$ cat src/rtl/fighter_action_fsm_if.sv
// Stick/button levels from the controller block plus the fighter's action outputs
// consumed by the sprite renderer and hit-resolution logic.
interface fighter_action_fsm_if;
    logic       frame_tick;
    logic       left;
    logic       right;
    logic       up;
    logic       down;
    logic       attack;
    logic       pery;
    logic [3:0] action_state;
    logic       facing;
    logic       hitbox_active;
    logic       parry_active;
    logic       airborne;
    logic       action_done;

    modport master (
        output frame_tick, left, right, up, down, attack, pery,
        input  action_state, facing, hitbox_active, parry_active, airborne, action_done
    );

    modport slave (
        input  frame_tick, left, right, up, down, attack, pery,
        output action_state, facing, hitbox_active, parry_active, airborne, action_done
    );
endinterface

$ cat src/rtl/fighter_action_fsm.sv
// Turns debounced stick/button levels into frame-timed fighter actions
// (walk, crouch, jump, three-phase attack, parry with cooldown).
module fighter_action_fsm #(
    parameter int JUMP_FRAMES    = 24,
    parameter int ATK_STARTUP    = 3,
    parameter int ATK_ACTIVE     = 4,
    parameter int ATK_RECOVER    = 8,
    parameter int PARRY_WINDOW   = 6,
    parameter int PARRY_COOLDOWN = 20,
    parameter int CNT_W          = 6
) (
    input  logic                 clk,
    input  logic                 reset_n,
    fighter_action_fsm_if.slave  bus
);

    typedef enum logic [3:0] {
        S_IDLE        = 4'd0,
        S_WALK_L      = 4'd1,
        S_WALK_R      = 4'd2,
        S_CROUCH      = 4'd3,
        S_JUMP        = 4'd4,
        S_ATK_STARTUP = 4'd5,
        S_ATK_ACTIVE  = 4'd6,
        S_ATK_RECOVER = 4'd7,
        S_PARRY       = 4'd8
    } state_t;

    typedef logic [CNT_W-1:0] cnt_t;

    state_t state, state_nxt;
    cnt_t   phase_cnt, phase_nxt;
    cnt_t   cooldown, cooldown_nxt;
    logic   attack_prev, pery_prev;
    logic   atk_buf, atk_buf_nxt;
    logic   facing, facing_nxt;
    logic   done_nxt;
    logic   hitbox_active, parry_active, airborne, action_done;
    logic   atk_edge, par_edge;

    assign atk_edge = bus.attack & ~attack_prev;
    assign par_edge = bus.pery & ~pery_prev;

    // NOTE: every signal gets a default before the case so no path leaves one unassigned (no latches).
    always_comb begin
        state_nxt    = state;
        phase_nxt    = phase_cnt;
        atk_buf_nxt  = atk_buf;
        facing_nxt   = facing;
        done_nxt     = 1'b0;
        cooldown_nxt = (cooldown != '0) ? cooldown - 1'b1 : '0;

        unique case (state)
            S_IDLE, S_WALK_L, S_WALK_R, S_CROUCH: begin
                if (par_edge && cooldown == '0) begin
                    state_nxt = S_PARRY;
                    phase_nxt = cnt_t'(PARRY_WINDOW - 1);
                end else if (atk_edge || atk_buf) begin
                    state_nxt   = S_ATK_STARTUP;
                    phase_nxt   = cnt_t'(ATK_STARTUP - 1);
                    atk_buf_nxt = 1'b0;
                end else if (bus.up) begin
                    state_nxt = S_JUMP;
                    phase_nxt = cnt_t'(JUMP_FRAMES - 1);
                end else if (bus.down) begin
                    state_nxt = S_CROUCH;
                end else if (bus.left && !bus.right) begin
                    state_nxt  = S_WALK_L;
                    facing_nxt = 1'b0;
                end else if (bus.right && !bus.left) begin
                    state_nxt  = S_WALK_R;
                    facing_nxt = 1'b1;
                end else begin
                    state_nxt = S_IDLE;
                end
            end
            S_JUMP: begin
                if (phase_cnt == '0) begin
                    state_nxt = S_IDLE;
                    done_nxt  = 1'b1;
                end else begin
                    phase_nxt = phase_cnt - 1'b1;
                end
            end
            S_ATK_STARTUP: begin
                if (phase_cnt == '0) begin
                    state_nxt = S_ATK_ACTIVE;
                    phase_nxt = cnt_t'(ATK_ACTIVE - 1);
                end else begin
                    phase_nxt = phase_cnt - 1'b1;
                end
            end
            S_ATK_ACTIVE: begin
                if (phase_cnt == '0) begin
                    state_nxt = S_ATK_RECOVER;
                    phase_nxt = cnt_t'(ATK_RECOVER - 1);
                end else begin
                    phase_nxt = phase_cnt - 1'b1;
                end
            end
            S_ATK_RECOVER: begin
                // Only recovery may queue the next attack; earlier phases drop the press.
                if (atk_edge) atk_buf_nxt = 1'b1;
                if (phase_cnt == '0) begin
                    state_nxt = S_IDLE;
                    done_nxt  = 1'b1;
                end else begin
                    phase_nxt = phase_cnt - 1'b1;
                end
            end
            S_PARRY: begin
                if (phase_cnt == '0) begin
                    state_nxt    = S_IDLE;
                    done_nxt     = 1'b1;
                    cooldown_nxt = cnt_t'(PARRY_COOLDOWN);
                end else begin
                    phase_nxt = phase_cnt - 1'b1;
                end
            end
            default: begin
                state_nxt = S_IDLE;
                phase_nxt = '0;
            end
        endcase
    end

    // NOTE: sequential state uses non-blocking assignments only, so every flop sees pre-edge values.
    always_ff @(posedge clk or negedge reset_n) begin
        if (!reset_n) begin
            state         <= S_IDLE;
            phase_cnt     <= '0;
            cooldown      <= '0;
            attack_prev   <= 1'b0;
            pery_prev     <= 1'b0;
            atk_buf       <= 1'b0;
            facing        <= 1'b1;
            hitbox_active <= 1'b0;
            parry_active  <= 1'b0;
            airborne      <= 1'b0;
            action_done   <= 1'b0;
        end else begin
            // Done is a single-clk pulse even when ticks are sparse.
            action_done <= 1'b0;
            if (bus.frame_tick) begin
                state         <= state_nxt;
                phase_cnt     <= phase_nxt;
                cooldown      <= cooldown_nxt;
                attack_prev   <= bus.attack;
                pery_prev     <= bus.pery;
                atk_buf       <= atk_buf_nxt;
                facing        <= facing_nxt;
                hitbox_active <= (state_nxt == S_ATK_ACTIVE);
                parry_active  <= (state_nxt == S_PARRY);
                airborne      <= (state_nxt == S_JUMP);
                action_done   <= done_nxt;
            end
        end
    end

    assign bus.action_state  = state;
    assign bus.facing        = facing;
    assign bus.hitbox_active = hitbox_active;
    assign bus.parry_active  = parry_active;
    assign bus.airborne      = airborne;
    assign bus.action_done   = action_done;

endmodule

$ cat src/flat_wrapper.sv
// flat-port wrapper written by rule: the top's interface ports become plain ports
module fighter_action_fsm_flat 
#(
    parameter int JUMP_FRAMES    = 24,
    parameter int ATK_STARTUP    = 3,
    parameter int ATK_ACTIVE     = 4,
    parameter int ATK_RECOVER    = 8,
    parameter int PARRY_WINDOW   = 6,
    parameter int PARRY_COOLDOWN = 20,
    parameter int CNT_W          = 6
)
  (clk, reset_n, bus_frame_tick, bus_left, bus_right, bus_up, bus_down, bus_attack, bus_pery, bus_action_state, bus_facing, bus_hitbox_active, bus_parry_active, bus_airborne, bus_action_done);
  fighter_action_fsm_if bus_i ();
  input  logic clk;
  input  logic reset_n;
  input wire logic [$bits(bus_i.frame_tick)-1:0] bus_frame_tick;
  input wire logic [$bits(bus_i.left)-1:0] bus_left;
  input wire logic [$bits(bus_i.right)-1:0] bus_right;
  input wire logic [$bits(bus_i.up)-1:0] bus_up;
  input wire logic [$bits(bus_i.down)-1:0] bus_down;
  input wire logic [$bits(bus_i.attack)-1:0] bus_attack;
  input wire logic [$bits(bus_i.pery)-1:0] bus_pery;
  output wire logic [$bits(bus_i.action_state)-1:0] bus_action_state;
  output wire logic [$bits(bus_i.facing)-1:0] bus_facing;
  output wire logic [$bits(bus_i.hitbox_active)-1:0] bus_hitbox_active;
  output wire logic [$bits(bus_i.parry_active)-1:0] bus_parry_active;
  output wire logic [$bits(bus_i.airborne)-1:0] bus_airborne;
  output wire logic [$bits(bus_i.action_done)-1:0] bus_action_done;
  assign bus_i.frame_tick = bus_frame_tick;
  assign bus_i.left = bus_left;
  assign bus_i.right = bus_right;
  assign bus_i.up = bus_up;
  assign bus_i.down = bus_down;
  assign bus_i.attack = bus_attack;
  assign bus_i.pery = bus_pery;
  assign bus_action_state = bus_i.action_state;
  assign bus_facing = bus_i.facing;
  assign bus_hitbox_active = bus_i.hitbox_active;
  assign bus_parry_active = bus_i.parry_active;
  assign bus_airborne = bus_i.airborne;
  assign bus_action_done = bus_i.action_done;
  fighter_action_fsm #(.JUMP_FRAMES(JUMP_FRAMES), .ATK_STARTUP(ATK_STARTUP), .ATK_ACTIVE(ATK_ACTIVE), .ATK_RECOVER(ATK_RECOVER), .PARRY_WINDOW(PARRY_WINDOW), .PARRY_COOLDOWN(PARRY_COOLDOWN), .CNT_W(CNT_W)) u_core (.clk(clk), .reset_n(reset_n), .bus(bus_i));
endmodule
$ cat config.mk
export PLATFORM = sky130hd
export DESIGN_NAME = fighter_action_fsm_flat
export DESIGN_NICKNAME = d
export VERILOG_FILES = /design/src/rtl/fighter_action_fsm_if.sv /design/src/rtl/fighter_action_fsm.sv /design/src/flat_wrapper.sv
export SDC_FILE = /design/constraint.sdc
export NUM_CORES = 1
export LEC_CHECK = 0
export BUFFER_PORTS_ARGS = -buffer_cell sky130_fd_sc_hd__buf_2
export CORE_ASPECT_RATIO = 1.2
export CORE_MARGIN = 2
export CORE_UTILIZATION = 35
export CTS_BUF_LIST = sky130_fd_sc_hd__clkbuf_4
export CTS_CLUSTER_DIAMETER = 40
export DETAILED_ROUTE_END_ITERATION = 16
export PLACE_DENSITY = 0.59
export SYNTH_ARGS = -nofsm -noshare
export SYNTH_HDL_FRONTEND = slang
export SYNTH_SLANG_ARGS = --single-unit
$ cat constraint.sdc
create_clock -name clk -period 4.35 [get_ports clk]
set_clock_uncertainty 0.2 [all_clocks]
set_input_delay 0.435 -clock clk [delete_from_list [all_inputs] [get_ports clk]]
set_output_delay 0.435 -clock clk [all_outputs]
set_load 0.1 [all_outputs]
# Word level (Yosys, flattened, before mapping)

Index checks and enable logic that the tools add are counted.

$add $sub $neg: 2
Multipliers: 0
Divide/modulo/power cells: 0
Magnitude comparators: 0
Equality and inequality tests: 16
Shifts and indexed selects: 0
Mux-type cells: 29
Bitwise logic cells: 8
Reductions and logical operators: 17

Operator list:

| cell                                                 | count |
|---|---|
| two-way mux 6 bit                                    | 9 |
| two-way mux 4 bit                                    | 8 |
| equality test 4 x 3 -> 1 bit (second input constant) | 6 |
| one-hot mux 6 bit (4 select lines)                   | 1 |
| one-hot mux 4 bit (4 select lines)                   | 1 |
| zero test 6 bit                                      | 2 |
| subtractor 6 x 1 -> 6 bit (second input constant)    | 2 |
| equality test 4 x 2 -> 1 bit (second input constant) | 2 |
| equality test 4 bit (second input constant)          | 2 |
| two-way mux 1 bit                                    | 8 |
| AND reduction 7 bit                                  | 1 |
| inverter 1 bit                                       | 6 |
| nonzero test 6 bit                                   | 1 |
| AND reduction 5 bit                                  | 1 |
| equality test 4 x 1 -> 1 bit (second input constant) | 1 |
| zero test 4 bit                                      | 1 |
| != test 2 x 1 -> 1 bit (second input constant)       | 2 |
| != test 2 bit (second input constant)                | 2 |
| != test 4 x 2 -> 1 bit (second input constant)       | 1 |
| nonzero test 2 bit                                   | 2 |
| OR reduction 4 bit                                   | 1 |
| logical AND 1 bit                                    | 3 |
| AND reduction 3 bit                                  | 1 |
| OR reduction 3 bit                                   | 1 |
| 5 further kinds                                      | 7 |

Register bits: 24
Latch bits: 0
Memory bits (writable): 0
ROM bits: 0
Word-level logic and storage cells: 83
Memories kept: 0

# Longest topological paths before layout

Gate-level depths: netlist (run 1).

Depth in word-level cells: 10
Mapped depth: 8

# Least setup slack after synthesis (run 1)

Ideal clock, no wire load.

Kind: register -> register
Start: reg u_core.state[3], in the netlist u_core.bus.action_state[3]
End: reg u_core.cooldown[3]
Data arrival time: 2.278 ns
Data required time: 4.022 ns
Path slack: 1.744 ns
Cell stages (with the launch flop): 8
Path buffers: 2
Cell sequence: dfrtp_1 > clkbuf_1 > nor4b_1 > and3_1 > clkbuf_1 > nor3b_1 > o21ai_0 > o31ai_1

Longest elaborated chain between the ends: 2

RTL lines:

| element                | line                      | source |
|---|---|---|
| start, declared        | fighter_action_fsm.sv:31  | `state_t state, state_nxt;` |
| start signal, assigned | fighter_action_fsm.sv:145 | `state <= state_nxt;` |
| equality test 4 bit    | fighter_action_fsm.sv:53  | `unique case (state)` |
| two-way mux 6 bit      | fighter_action_fsm.sv:53  |  |
| end signal, assigned   | fighter_action_fsm.sv:147 | `cooldown <= cooldown_nxt;` |
| end, declared          | fighter_action_fsm.sv:33  | `cnt_t cooldown, cooldown_nxt;` |

No other way between the ends.
A chain may end at the register's enable or synchronous reset.

# Final worst setup path (run 1)

Start: reg u_core.cooldown[0]
End: reg u_core.phase_cnt[0]

Longest elaborated chain between the ends: 4

RTL lines:

| element                                                                                    | line                      | source |
|---|---|---|
| zero test 6 bit *                                                                          | fighter_action_fsm.sv:55  | `if (par_edge && cooldown == '0) begin` |
| logical AND 1 bit *                                                                        | fighter_action_fsm.sv:55  |  |
| != test 4 x 2 -> 1 bit (no source line) or two-way mux 6 bit (tied branches)               | n/a                       |  |
| AND reduction 3 bit (no source line) or one-hot mux 6 bit (4 select lines) (tied branches) | n/a                       |  |
| end signal, assigned                                                                       | fighter_action_fsm.sv:146 | `phase_cnt <= phase_nxt;` |
| end, declared                                                                              | fighter_action_fsm.sv:32  | `cnt_t phase_cnt, phase_nxt;` |

Every way passes the cells marked *; elsewhere a longest branch is shown, timed or not.

==> metrics, run 1 <==
die area=5100 um^2; DRC violations left=0; Mapped Area=1590 um^2; routability congestion estimate=0.829; PwrDens=825 nW/um^2; Final Hold Viols=0; Vias=1351; post-synth top area share=36.2%; Yosys warning count=0; Antenna diodes=0; initial drt markers=69; outcome=completed; Seq pwr share=29.0%; Max-Cap Viols=0; Crit-path slowest cell=dfrtp_1; crit end category=flop; flop2flop setup slack=1950 ps; Post-synth top flop=dfrtp_1; # Post-CTS Setup Buffers=0; Num Clock Sinks=24; fillers=between 400 and 500; Synth area leaders=dfrtp_1, ha_1, o21ai_0; Final Power=1.45 mW; endpoints failing setup=0; Crit Path Category=flop to flop; FF+latch count, synth=24; Initial Utilization=36.8%; commonest non-fill, non-tap cell in the layout=dfrtp_1; htree depth=1; GR Overflow Total=0; Multi-input gate area=898 um^2; Nets=202; crit path launch type=flop; Req. time, crit path=approximately 4400 ps; clock share of power=a little under an eighth; peak supply drop=0.000349 V; Critical Path Fanout Max=7; measured slew at the worst slew-check pin=588 ps; Internal Power=0.681 mW; part of the power in combinational logic=about three fifths; FF+latch area=602 um^2; die width=65.5 um; syn_area_per_cell=slightly above 9 um^2; NetSw=about 0.77 mW; CTS root buf=clkbuf_4; port bufs=17; commonest non-fill, non-tap cells in the layout=dfrtp_1, buf_2, inv_1; setup TNS=0 ps; share of layout cells above drive strength 1=17.6%; 1st-pass router iterations=4; CTS tree=done; Fin Hold WS=approximately 140 ps; ys async rst share=100%; unrepaired setup endpoints after global routing=no; count of flip-flops with a built-in enable after synthesis=0; P_leak=between 0.7 and 0.8 nW; GRT Overall Usage=15.9%; num ports=18; CORE AREA=4330 um^2; slowest stage delay, CP=400 ps; critical-path cell list=inv_1 > ha_1 > or2b_2 > o31ai_4 > nor2_1 > nor3_1 > a22o_1; Syn-to-layout area delta=10.9%; Final ANT Viol Nets=0; hpwl dp=2790 um; pin count of the biggest net entering global routing=25; clock network latency to the later pin of the worst-skew pair=320 ps; CTS Buf Count=3; row count=26; fin crit period=between 2000 and 2500 ps; Clock Tree Buf Depth=2; Sw Ratio=53.2%; Yosys top cell by area=dfrtp_1; final WL=3800 um; HP Class=primary input to flop; max frequency=0.416 GHz; initial antenna violation count=0; Mapped Cells=roughly 180; CTS clk-pin slew, worst paths=150 ps; Netlist cell types=48; Rel. slew slack=60.2%; die extent in y=roughly 78 um; Worst Path Arrival=2470 ps; average via count per standard cell=5.56; Seq/Total Area, Yosys=37.8%; first-pass GRT wire length=around 6400 um; vias in the first global route=1331; period utilization=55.2%; DR WL/cell=15.7 um; syn_nets=189; Max Slew Vio Count=0
[worst paths after layout]
| check | start | to | cells past startpoint |
|---|---|---|---|
| max in group asynchronous | reset_n | u_core.bus.facing | 2 |
| setup / recovery | u_core.cooldown[0] | u_core.phase_cnt[0] | 7 |
| hold reg to reg | u_core.bus.facing | u_core.bus.facing | 2 |
| min in group asynchronous | reset_n | u_core.phase_cnt[5] | 2 |
| setup reg to reg | u_core.cooldown[0] | u_core.phase_cnt[0] | 7 |
| hold / removal | bus_attack | u_core.attack_prev | 2 |
[Yosys cell counts (4+ instances only)]
library cell and count:
dfrtp_1 23, nand2b_1 6, clkbuf_1 9, o31ai_1 7, inv_1 12, o21ai_0 11
nor2_1 9, nor2b_1 5, or3_1 7, ha_1 5, nand2_1 9, a21oi_1 8
nor3_1 8, mux2i_1 4
[critical path, delay by kind of cell, from the launching register on]
| kind | cells | cell delay [ps] |
|---|---|---|
| flip-flops | 1 | 400 |
| adder cells (fa/ha/maj) | 1 | 180 |
| AO/OA/AOI/OAI | 2 | 590 |
| AND/OR/NAND/NOR | 3 | 900 |
| buffers and inverters | 1 | 90 |
[sequential cells by signal, summed over array words and instances, names as in the netlist]
register                  count
u_core.atk_buf                1
u_core.attack_prev            1
u_core.bus.action_done        1
u_core.bus.action_state       4
u_core.bus.airborne           1
u_core.bus.facing             1
u_core.bus.hitbox_active      1
u_core.bus.parry_active       1
u_core.cooldown               6
u_core.pery_prev              1
u_core.phase_cnt              6
[final cells by class]
cell class	count	share of cell area (%)
timing repair buffer	18	5.39
clock buffer	3	1.28
inverter	12	2.56
clock inverter	1	1.70
tap	56	3.97
multi-input combinational	129	51.0
sequential	24	34.1
[power by group through the flow]
stage,Sequential (mW),Clock (mW),Combinational (mW)
detailed placement,0.424,0,0.853
floorplan,0.602,0,0.529
global route,0.436,0.179,0.947
global placement,0.426,0,0.860
finish,0.422,0.166,0.866
CTS,0.420,0.169,0.862
[logic make-up (layout without fill, tap and decap cells)]
logic type / Yosys count / count (layout) / share of synthesized area [%]
adders and majority gates: 5 / 5 / 3.93
DFF: 24 / 24 / 37.8
muxes: 6 / 6 / 3.93
AOI/OAI and AO/OA: 57 / 57 / 27.1
and+or+nand+nor: 58 / 58 / 19.8
xor gates and xnor gates: 3 / 3 / 1.65
buffers and inverters: 22 / 34 / 5.66
[stage by stage]
step	cell area [um^2]	worst slack, ps	utilization [%]	cells
final	1760	1950	40.7	243
after global routing	1760	1820	40.7	243
after CTS	1760	1970	40.7	243
after detailed placement	1700	2010	39.3	238
after global placement	1700	2040	39.3	238
after floorplan	1590	1740	-	175
[repair_timing]
action | in CTS | in global routing
gates resized for setup | 0 | 0
hold buffers | 1 | 0
endpoints found under the hold margin | 23 | 0
[metal layers]
| metal | up-vias | global-route usage, % | wire length (um) |
|---|---|---|---|
| met3 | 6 | 1.88 | 153 |
| met4 | 0 | 6.46 | 81 |
| met1 | 633 | 21.0 | 1680 |
| met5 | - | 0 | 0 |
| li1 | 673 | - | - |
| met2 | 39 | 26.2 | 1890 |
Power figures use the tool's default switching activity.
==> run 2, diff against run 1 <==
Settings changed: PLACE_DENSITY 0.59 to 0.61.
Clock period 4.35 ns to 2.1 ns, I/O delays scaled along.
==> run 2 against run 1 <==
The flow now finishes with violations (negative setup slack). Sequential cell count unchanged. Clock-buffer cell count unchanged. Wire length increased by 12%. First-iteration DRC count increased by 4.3%. Total power increased by 140%. Sequential share of layout area decreased by 4.8 points. Final area increased by 19%. Die area unchanged. Largest power group unchanged. Highest routed layer unchanged.
==> metrics, run 2 (same netlist as run 1, synthesis figures left out) <==
GRT Overall Usage=17.6%; Nets=236; fin crit period=2130 ps; dpl cells=266; port bufs=17; Vias=1500; Seq pwr share=24.0%; num ports=18; slowest stage delay, CP=400 ps; max frequency=~0.47 GHz; DR WL/cell=15.4 um; measured slew at the worst slew-check pin=563 ps; post-route cell area=about 2100 um^2; CTS root buf=clkbuf_4; Crit-path slowest cell=dfrtp_1; routability congestion estimate=0.869; Sw Ratio=49.5%; Clock Tree Buf Depth=2; period utilization=102%; final instance count without filler cells=277; Syn-to-layout area delta=32.4%; CTS clk-pin slew, worst paths=around 150 ps; Crit Path Category=flop to flop; placed instance area=roughly 1900 um^2; unrepaired setup endpoints after global routing=yes; part of the power in combinational logic=66.1%; Max Slew Vio Count=0; CTS tree=done; failing checks=negative setup slack; crit path launch type=flop; Rel. slew slack=62.4%; pin count of the biggest net entering global routing=25; CTS Buf Count=3; commonest non-fill, non-tap cell in the layout=buf_4; initial drt markers=72; Post-Place Worst Slack=-64.2 ps; DRC violations left=0; die area=5100 um^2; Max-Cap Viols=0; endpoints failing setup=3; Antenna diodes=0; HP Class=primary input to flop; clock network latency to the later pin of the worst-skew pair=about 330 ps; share of layout cells above drive strength 1=35.3%; row count=26; Initial Utilization=36.8%; Num Clock Sinks=24; final setup margin=-32.9 ps; fillers=409; first-pass GRT wire length=just over 7000 um; vias in the first global route=1471; Internal Power=1.79 mW; die extent in y=77.8 um; Final ANT Viol Nets=0; PwrDens=1680 nW/um^2; Critical Path Fanout Max=7; commonest non-fill, non-tap cells in the layout=buf_4, dfrtp_1, buf_2; htree depth=1; peak supply drop=0.000614 V; NetSw=1.75 mW; Final Hold Viols=0; hpwl dp=3160 um; CORE AREA=4330 um^2; clock share of power=9.9%; average via count per standard cell=5.42; 1st-pass router iterations=4; final WL=4270 um; crit end category=flop; P_leak=approximately 0.93 nW; initial antenna violation count=0; outcome=finished, violations left; Worst Path Arrival=2170 ps; GR Overflow Total=0; die width=65.5 um; critical-path cell list=inv_1 > ha_1 > or2b_4 > o31ai_4 > o221ai_2 > o21bai_1 > a22o_1; Req. time, crit path=2140 ps
-- run 2: changes by cell type in the layout (fill, tap and decap cells not counted), moves of 3 or more --
cell / before / now
dfrtp_4: 0 / 4
or3_4: 0 / 3
or3_1: 7 / 4
dlygate4sd3_1: 1 / 5
buf_4: 0 / 30
dfrtp_1: 23 / 18
-- run 2: power groups by stage --
stage / Sequential, mW / Clock, mW / Combinational, mW
6_report: 0.852 / 0.351 / 2.34
5_1_grt: 0.879 / 0.378 / 2.51
4_1_cts: 0.849 / 0.355 / 2.24
3_5_place_dp: 0.858 / 0 / 2.17
3_3_place_gp: 0.857 / 0 / 2.16
2_1_floorplan: 1.28 / 0 / 1.13
-- run 2: worst paths after layout --
| kind | endpoint | slack (ps) | startpoint | depth (start not counted) |
|---|---|---|---|---|
| worst max-delay path | u_core.phase_cnt[2] | -30 | u_core.cooldown[0] | 7 |
| worst min-delay path | u_core.cooldown[0] | 20 | bus_frame_tick | 2 |
| worst max register to register | u_core.phase_cnt[2] | -30 | u_core.cooldown[0] | 7 |
| worst min register to register | u_core.bus.facing | 280 | u_core.bus.facing | 2 |
| max in group asynchronous | u_core.bus.action_state[2] | 1090 | reset_n | 2 |
| min in group asynchronous | u_core.bus.action_done | 180 | reset_n | 2 |
-- run 2: stage by stage --
step / util [%] / hold WS [ps] / setup TNS [ps] / power [mW]
final: 48.7 / 19.4 / -80.4 / 3.55
after global routing: 48.7 / 39.8 / -800 / 3.77
after CTS: 47.7 / 37.9 / -74.2 / 3.44
after detailed placement: 44.8 / 38.4 / -113 / 3.03
after global placement: 44.8 / 33.7 / -14.0 / 3.02
after floorplan: - / -286 / -88.6 / 2.40
-- run 2: final cells by class --
type | count | area (um^2) | share of cell area, %
Clock inverter | 1 | 30.0 | 1.43
Multi-Input combinational cell | 129 | 960 | 45.6
Timing Repair Buffer | 52 | 360 | 17.1
Sequential cell | 24 | 618 | 29.4
Clock buffer | 3 | 22.5 | 1.07
Tap cell | 56 | 70.1 | 3.33
Inverter | 12 | 45.0 | 2.14
-- run 2: what timing repair did --
| action | CTS | global route |
|---|---|---|
| resized for setup | 5 | 7 |
| setup buffers | 0 | 2 |
| pin swaps | 0 | 1 |
| setup endpoints to repair | 4 | 11 |
| hold buffers | 5 | 0 |
| hold endpoints to repair | 26 | 0 |
-- run 2: layer usage --
layer / GRT usage (%) / wire length [um]
met2: 29.6 / 2170
met4: 5.83 / 65
met1: 23.0 / 1950
met3: 2.17 / 82
met5: 0 / 0
-- run 2: worst max-delay path, delay by kind of cell, from the launching register on --
kind	cells	cell delay (ps)
and+or+nand+nor	1	290
DFF	1	400
buffers and inverters	1	70
AOI/OAI and AO/OA	4	920
adders and majority gates	1	150
==> run 3, diff against run 2 <==
--- a/config.mk
+++ b/config.mk
@@ -6,4 +6,5 @@
 export NUM_CORES = 1
 export LEC_CHECK = 0
+export ABC_AREA = 1
 export BUFFER_PORTS_ARGS = -buffer_cell sky130_fd_sc_hd__buf_2
 export CORE_ASPECT_RATIO = 1.2
--- a/constraint.sdc
+++ b/constraint.sdc
@@ -3,3 +3,3 @@
 set_input_delay 0.21 -clock clk [delete_from_list [all_inputs] [get_ports clk]]
 set_output_delay 0.21 -clock clk [all_outputs]
-set_load 0.1 [all_outputs]
+set_load 0.005 [all_outputs]
==> run 3 against run 2 <==
The flow now finishes without violations. Clock power decreased by 2%. Register-to-register slack better by 240 ps. Combinational power down 50%. Core utilization shrank 7.2 points. Fmax rose by 4.1%.
==> metrics, run 3 <==
Antenna diodes=0; initial drt markers=76; post-route cell area=1880 um^2; htree depth=1; reg2reg start=u_core.cooldown[0]; endpoints failing setup=0; Req. time, crit path=2130 ps; Worst Path Arrival=2080 ps; average via count per standard cell=4.79; top cells by count, synth=nand2_1, inv_1, dfrtp_1, nor2_1, o21ai_0; hpwl dp=2750 um; FF-to-FF path depth=10; setup TNS=0 ps; count leader, synth=nand2_1; critical path startpoint=bus_attack; Yosys top cell by area=dfrtp_1; worst min-delay path endpoint=u_core.atk_buf; placed instance area=1760 um^2; syn_area_per_cell=7.21 um^2; CTS Buf Count=3; GR Overflow Total=0; die extent in y=78.6 um; commonest non-fill, non-tap cell in the layout=nand2_1; Nets=265; ys async rst share=between 90% and 100%; die width=roughly 66 um; hold depth=3; Syn-to-layout area delta=15.7%; CORE AREA=~4500 um^2; unrepaired setup endpoints after global routing=no; measured slew at the worst slew-check pin=555 ps; GRT Overall Usage=15.4%; Post-synth top flop=dfrtp_1; die area=about 5200 um^2; Vias=1476; Seq/Total Area, Yosys=37.1%; share of layout cells above drive strength 1=18.8%; DRC violations left=0; port bufs=17; Yosys warning count=0; Multi-input gate area=868 um^2; Rel. slew slack=63.0%; Initial Utilization=a little over a third; pin count of the biggest net entering global routing=25; flop2flop setup slack=210 ps; vias in the first global route=1468; FF+latch count, synth=24; CTS root buf=clkbuf_4; PwrDens=1230 nW/um^2; first-pass GRT wire length=6270 um; clock network latency to the later pin of the worst-skew pair=330 ps; Netlist cell types=28; final WL=3600 um; DR WL/cell=about 12 um; peak supply drop=0.000548 V; P_leak=1.04 nW; 1st-pass router iterations=4; Num Clock Sinks=24; crit path launch type=primary input; Crit Path Category=primary input to flop; Max Slew Vio Count=0; count of flip-flops with a built-in enable after synthesis=0; min-delay src=bus_frame_tick; RR Endpoint=u_core.phase_cnt[1]; Final Hold Viols=0; num ports=18; fin crit period=2050 ps; FF+latch area=602 um^2; commonest non-fill, non-tap cells in the layout=nand2_1, inv_1, dfrtp_1; syn_nets=239; outcome=completed; Final ANT Viol Nets=0; fillers=500; initial antenna violation count=0; period utilization=97.6%; Synth area leaders=dfrtp_1, nand2_1, inv_1; Critical Path Fanout Max=3; # Post-CTS Setup Buffers=0; max frequency=0.488 GHz; routability congestion estimate=between 0.9 and 1; Mapped Area=1620 um^2; CTS tree=done; HP Class=primary input to flop; row count=27; Clock Tree Buf Depth=2; Mapped Cells=225; post-synth top area share=35.5%; CTS clk-pin slew, worst paths=about 130 ps; Max-Cap Viols=0; crit end category=flop
[run 3: layout make-up]
type	count	share of cell area [%]
multi-input cells	165	46.2
flip-flops and latches	24	32.0
repair buffers	25	8.66
inverters	32	6.40
well taps	58	3.86
clock inverters	1	1.60
clock buffers	3	1.20
[run 3: how the worst max path moves through the flow]
stage / endpoint / slack, ps / cells after the start
6_report: u_core.attack_prev / 50 / 6
5_1_grt: u_core.attack_prev / 20 / 6
4_1_cts: u_core.attack_prev / 70 / 6
3_5_place_dp: u_core.phase_cnt[1] / 240 / 10
3_3_place_gp: u_core.bus.airborne / 260 / 11
2_1_floorplan: u_core.phase_cnt[4] / 470 / 10
[run 3: cells by family (layout without fill, tap and decap cells)]
group	after synthesis	after routing	synth area share (%)
fa+ha+maj	5	5	3.86
xor+xnor	5	5	2.70
flops	24	24	37.1
buf+inv	36	61	9.41
simple gates	128	128	38.4
compound gates	27	27	8.56
[run 3: report_power, final]
group          switching [mW]  total [mW]  internal, mW
Combinational           0.749        1.18         0.432
Sequential              0.161       0.793         0.632
Clock                   0.152       0.345         0.193
Total                    1.06        2.32          1.26
[run 3: what timing repair did]
item | in CTS | in global routing
endpoints found under the hold margin | 27 | 0
hold buffers | 7 | 0
setup endpoints to repair | 0 | 0
gates resized for setup | 0 | 0
[run 3: critical path, cell delays in order]
cell and delay, ps:
dlygate4sd3_1 530, buf_2 130, nand2_1 50, dlygate4sd3_1 530, o21ai_0 60, dlygate4sd3_1 560
[run 3: stage by stage]
| stage | power, mW | setup slack, ps | instances | hold WS, ps | utilization (%) |
|---|---|---|---|---|---|
| 2_1_floorplan | 1.69 | 473 | 225 | -286 | - |
| 3_3_place_gp | 1.96 | 256 | 297 | 42.3 | 38.8 |
| 3_5_place_dp | 1.97 | 237 | 297 | 43.4 | 38.8 |
| 4_1_cts | 2.33 | 73.4 | 308 | 17.6 | 41.5 |
| 5_1_grt | 2.55 | 16.5 | 308 | 82.2 | 41.5 |
| 6_report | 2.32 | 51.3 | 308 | 16.8 | 41.5 |
[run 3: layer usage]
| layer | vias to the layer above | part of all wire (%) | routed length, um | GRT usage [%] |
|---|---|---|---|---|
| met5 | - | 0 | 0 | 0 |
| met2 | 25 | 52 | 1870 | 27.3 |
| met4 | 0 | 1.9 | 70 | 6.12 |
| li1 | 758 | - | - | - |
| met1 | 686 | 43 | 1560 | 18.5 |
| met3 | 7 | 2.5 | 89 | 1.86 |
